`config.mk`:
```
export PLATFORM = sky130hd
export DESIGN_NAME = apu_reg_writer
export DESIGN_NICKNAME = d
export VERILOG_FILES = /design/src/rtl/apu_pkg.sv /design/src/rtl/apu_reg_writer.sv
export SDC_FILE = /design/constraint.sdc
export NUM_CORES = 1
export LEC_CHECK = 0
export BUFFER_PORTS_ARGS = -buffer_cell sky130_fd_sc_hd__buf_2
export CORE_MARGIN = 5
export CORE_UTILIZATION = 50
export CTS_CLUSTER_SIZE = 40
export DETAILED_ROUTE_END_ITERATION = 8
export PLACE_DENSITY = 0.75
export SETUP_SLACK_MARGIN = 0.4
export SLEW_MARGIN = 20
export SYNTH_ARGS = -nofsm -noshare
export SYNTH_HDL_FRONTEND = slang
export SYNTH_SLANG_ARGS = --single-unit
```
`constraint.sdc`:
```
create_clock -name clk -period 2 [get_ports clk]
set_input_delay 0.3 -clock clk [delete_from_list [all_inputs] [get_ports clk]]
set_output_delay 0.3 -clock clk [all_outputs]
set_load 0.01 [all_outputs]
```
`src/rtl/apu_pkg.sv`:
```
// Shared APU definitions: address-frame marker, register-file size, write-FSM
// states and the length-register indices that fire channel events.
package apu_pkg;

  localparam logic [3:0] ADDR_MARKER = 4'b1000;
  localparam int         NUM_REGS    = 16;

  // Writes to a channel's last (length) register retrigger that channel.
  localparam logic [3:0] LEN_IDX_PULSE1   = 4'd3;
  localparam logic [3:0] LEN_IDX_PULSE2   = 4'd7;
  localparam logic [3:0] LEN_IDX_TRIANGLE = 4'd11;
  localparam logic [3:0] LEN_IDX_NOISE    = 4'd15;

  typedef enum logic {
    IDLE = 1'b0,
    DATA = 1'b1
  } wr_state_t;

  function automatic logic [3:0] event_mask(input logic [3:0] idx);
    logic [3:0] m;
    m = 4'b0000;
    case (idx)
      LEN_IDX_PULSE1:   m = 4'b0001;
      LEN_IDX_PULSE2:   m = 4'b0010;
      LEN_IDX_TRIANGLE: m = 4'b0100;
      LEN_IDX_NOISE:    m = 4'b1000;
      default:          m = 4'b0000;
    endcase
    return m;
  endfunction

  function automatic logic [7:0] sat_inc(input logic [7:0] v);
    return (v == 8'hFF) ? v : v + 8'd1;
  endfunction

endpackage

```
`src/rtl/apu_reg_writer.sv`:
```
// UART-fed register front end: parses {8'b1000_aaaa, data} frames into a 16x8
// register file and strobes per-channel events on length-register writes.
module apu_reg_writer
  import apu_pkg::*;
#(
  parameter int TIMEOUT_CYCLES = 20000
) (
  input  logic         clk,
  input  logic         rst_n,
  input  logic [7:0]   rx_data,
  input  logic         rx_valid,
  output logic [127:0] regs_out,
  output logic [3:0]   reg_event,
  output logic [7:0]   err_count,
  output logic         busy
);

  localparam int TW = (TIMEOUT_CYCLES > 1) ? $clog2(TIMEOUT_CYCLES) : 1;
  localparam logic [TW-1:0] TIMER_LAST = TW'(TIMEOUT_CYCLES - 1);

  // Handshake: rx_valid is a one-cycle strobe with no back-pressure; every
  // byte presented with rx_valid=1 is consumed on that clock edge.
  wr_state_t     state;
  logic [3:0]    addr_idx;
  logic [TW-1:0] timer;
  logic [7:0]    reg_file [NUM_REGS];

  always_ff @(posedge clk or negedge rst_n) begin
    if (!rst_n) begin
      state     <= IDLE;
      addr_idx  <= '0;
      timer     <= '0;
      reg_event <= '0;
      err_count <= '0;
      busy      <= 1'b0;
      for (int i = 0; i < NUM_REGS; i++) reg_file[i] <= '0;
    end else begin
      reg_event <= '0;
      case (state)
        IDLE: begin
          if (rx_valid) begin
            if (rx_data[7:4] == ADDR_MARKER) begin
              addr_idx <= rx_data[3:0];
              timer    <= '0;
              state    <= DATA;
              busy     <= 1'b1;
            end else begin
              err_count <= sat_inc(err_count);
            end
          end
        end
        DATA: begin
          // A byte arriving on the expiry cycle still wins over the timeout.
          if (rx_valid) begin
            reg_file[addr_idx] <= rx_data;
            reg_event          <= event_mask(addr_idx);
            state              <= IDLE;
            busy               <= 1'b0;
          end else if (timer == TIMER_LAST) begin
            err_count <= sat_inc(err_count);
            state     <= IDLE;
            busy      <= 1'b0;
          end else begin
            timer <= timer + 1'b1;
          end
        end
        default: begin
          state <= IDLE;
          busy  <= 1'b0;
        end
      endcase
    end
  end

  for (genvar g = 0; g < NUM_REGS; g++) begin : g_regs_out
    assign regs_out[8*g +: 8] = reg_file[g];
  end

endmodule

```
==> results_dict.tcl <==
set metrics [dict create \
    status "completed" \
    fin_nets 695 \
    setup_violations 0 \
    drive_gt1_share_pct 63.7 \
    rsz0062_at_grt "true" \
    r2r_start "timer[0]$_DFFE_PN0P_" \
    r2r_slack_ns 0.29 \
    setup_slack_ns 0.289 \
    yosysSeqAreaShare_pct 60.4 \
    slew_viol_final 0 \
    grt.overflow.total 0 \
    slew_headroom_pct 64.7 \
    syn_to_final_growth_pct 39.4 \
    cts.clk_slew.worst_paths_ns 0.06 \
    grt_pass1_wl_mm 28.1 \
    p_sw_mw 2.68 \
    finalHoldViolCount 0 \
    peakVddDrop_mv 0.519 \
    num_vias 4918 \
    ys_ff_latch 161 \
    worstHoldPathType "in -> reg" \
    critical_path_arrival_ns 2.02 \
    fmax_mhz 585 \
    synth.area.top_cells "dfrtp_1, mux2_2, o211ai_1" \
    seqCellArea_um2 4040 \
    die-area_um2 15700 \
    cts_num_sinks 161 \
    syn_nets 491 \
    min_from "rx_valid" \
    synth.largest_area_cell "dfrtp_1" \
    dr.pass1.iters 4 \
    synth_top_cell_area_share_pct 60.4 \
    finalCriticalPeriod_ns 1.71 \
    yosys_warnings 0 \
    netSwitchingFraction_pct 29.8 \
    multi_input_area_um2 3060 \
    drv_cap 0 \
    r2r_cells 5 \
    drcViolationCount 0 \
    setup-tns-final_ns 0 \
    synth_cells 474 \
    clk_latency_ns 0.43 \
    dp_slack_ns 0.0306 \
    drt_iter0_drc 357 \
    htree_num_levels 4 \
    cts_buffers 17 \
    p_leak_nw 4.73 \
    antennaDiodeCount 0 \
    synth_top_flop_cell "dfrtp_1" \
    async_flop_share_pct 100 \
    synthTopCellsByCount "dfrtp_1, mux2_2, clkbuf_1" \
    ys_types 46 \
    hpwl_mm 11.5 \
    final_util_pct 70.7 \
    portBuffers 151 \
    fin_crit_sh_pct 85.5 \
    min_to "state$_DFF_PN0_" \
    final.setup_skew_ns 0.0103 \
    grt_pass1_vias 5104 \
    p_clk_share_pct 35.7 \
    syn_area_um2 6670 \
    coreArea_um2 13100 \
    clockBufferDepth 2 \
    die_w_um 125 \
    yosysMostFrequentCell "dfrtp_1" \
    start_util_pct 50.8 \
    pwr-share-comb_pct 19.0 \
    antenna_found_initial 0 \
    regToRegEndpoint "timer[14]$_DFFE_PN0P_" \
    synth-edff-count 0 \
    fp.dieH_um 125 \
    viasPerCell 5.67 \
    pin_count 152 \
    crit_path_max_fanout 4 \
    fill_cells 890 \
    gp_congestion 0.862 \
    critPathKind "reg -> reg" \
    worst_slew_pin_slew_ns 0.530 \
    p_seq_share_pct 45.3 \
    crit_path_end_kind "flop" \
    internal-power_mw 6.31 \
    drtAntennaViolNets 0 \
    wire_per_inst_um 21.4 \
    grt_max_degree 55 \
    p_per_area_nw_per_um2 967 \
    cts_tree "yes" \
    post_synth.cell_area_avg_um2 14.1 \
    route.final.wire_length_mm 18.5 \
    crit_path_start_kind "flop" \
    required_ns 2.31 \
    holdPathStages 3 \
    cts-root-buf "clkbuf_16" \
    num_rows 42 \
    track_usage_pct 22.6 \
]
[power by group through the flow]
stage / combinational, mW / clock [mW] / sequential, mW
after floorplan: 0.632 / 0 / 4.14
after global placement: 1.33 / 0 / 4.04
after detailed placement: 1.38 / 0 / 4.07
after CTS: 1.53 / 3.26 / 4.02
after global routing: 1.84 / 3.41 / 4.12
final: 1.70 / 3.21 / 4.07
[through the flow]
| step | cell area [um2] | hold WS (ns) | power (mW) | cells |
|---|---|---|---|---|
| finish | 9290 | 0.215 | 8.99 | 867 |
| global route | 9290 | 0.224 | 9.37 | 867 |
| CTS | 8840 | 0.181 | 8.81 | 859 |
| detailed placement | 7860 | 0.291 | 5.45 | 807 |
| global placement | 7860 | 0.293 | 5.37 | 807 |
| floorplan | 6730 | 0.00441 | 4.78 | 474 |
[logic make-up (layout without fill, tap and decap cells)]
family	Yosys count	in the layout	share of synthesized area [%]
DFF	161	161	60.4
buffers and inverters	31	247	1.82
and+or+nand+nor	91	92	8.52
adders and majority gates	6	6	1.13
muxes	134	134	22.6
xor gates and xnor gates	7	7	0.919
AOI/OAI and AO/OA	44	44	4.58
[cell type report]
class,count,share of cell area [%]
multi-input cells,283,32.9
clock buffers,18,4.73
flip-flops and latches,161,43.5
well taps,176,2.37
repair buffers,209,14.7
clock inverters,14,1.59
inverters,6,0.242
[worst max path at each step]
stage                               startpoint                     to  slack, ns  depth (start not counted)
after floorplan           timer[1]$_DFFE_PN0P_  timer[10]$_DFFE_PN0P_       0.34                          5
final                     timer[0]$_DFFE_PN0P_  timer[14]$_DFFE_PN0P_       0.29                          5
after detailed placement              rx_valid   timer[9]$_DFFE_PN0P_       0.03                          7
after global placement    timer[1]$_DFFE_PN0P_   timer[9]$_DFFE_PN0P_       0.12                          6
after global routing      timer[0]$_DFFE_PN0P_  timer[14]$_DFFE_PN0P_       0.25                          5
after CTS                 timer[7]$_DFFE_PN0P_  timer[10]$_DFFE_PN0P_       0.30                          6
[flip-flops by register name, summed over array words and instances (netlist names)]
| signal | count |
|---|---|
| state | 1 |
| addr_idx | 4 |
| timer | 15 |
| reg_event | 4 |
| err_count | 8 |
| busy | 1 |
| regs_out | 128 |
[cells in the final DEF, fill, tap and decap left out, types with 3 or more instances in the layout]
| cell type | Yosys | layout |
|---|---|---|
| inv_8 | 0 | 3 |
| clkinv_4 | 0 | 3 |
| clkinvlp_4 | 0 | 3 |
| xnor2_1 | 7 | 7 |
| inv_1 | 6 | 5 |
| buf_6 | 0 | 18 |
| buf_4 | 0 | 30 |
| dfrtp_1 | 161 | 152 |
| buf_8 | 0 | 5 |
| nand2_1 | 14 | 12 |
| buf_2 | 4 | 150 |
| mux2_4 | 0 | 57 |
| o221ai_2 | 0 | 3 |
| inv_6 | 0 | 4 |
| nand3_1 | 10 | 9 |
| and3_1 | 4 | 4 |
| nor3_1 | 5 | 3 |
| nor2_4 | 0 | 7 |
| buf_12 | 0 | 5 |
| nor2_2 | 0 | 5 |
| nand3b_1 | 7 | 7 |
| o211ai_1 | 12 | 12 |
| ha_1 | 6 | 3 |
| dfrtp_2 | 0 | 9 |
| o21ai_1 | 2 | 6 |
| o21ai_0 | 14 | 3 |
| o21ai_2 | 0 | 6 |
| ha_4 | 0 | 3 |
| clkbuf_16 | 0 | 17 |
| or3_4 | 0 | 3 |
| nand4_1 | 5 | 5 |
| mux2_2 | 134 | 77 |
[timing repair]
action,4_1_cts,5_1_grt
gates resized for setup,58,108
hold endpoints to repair,49,0
setup buffers,18,8
pin swaps,12,17
hold buffers,1,0
endpoints found under the setup margin,151,139
gates cloned,1,0
[critical path, cell delays in order (launching register included)]
cell	delay (ns)
dfrtp_1	0.42
ha_4	0.19
nand3_4	0.11
or4_4	0.44
and2_4	0.15
a221o_1	0.29
[metal layers]
| metal | part of all wire, % | track usage, % |
|---|---|---|
| met4 | 1.7 | 6.82 |
| met5 | 0 | 0 |
| met2 | 51 | 38.5 |
| met1 | 41 | 28.4 |
| met3 | 5.9 | 5.80 |
(Power assumes the default switching activity.)
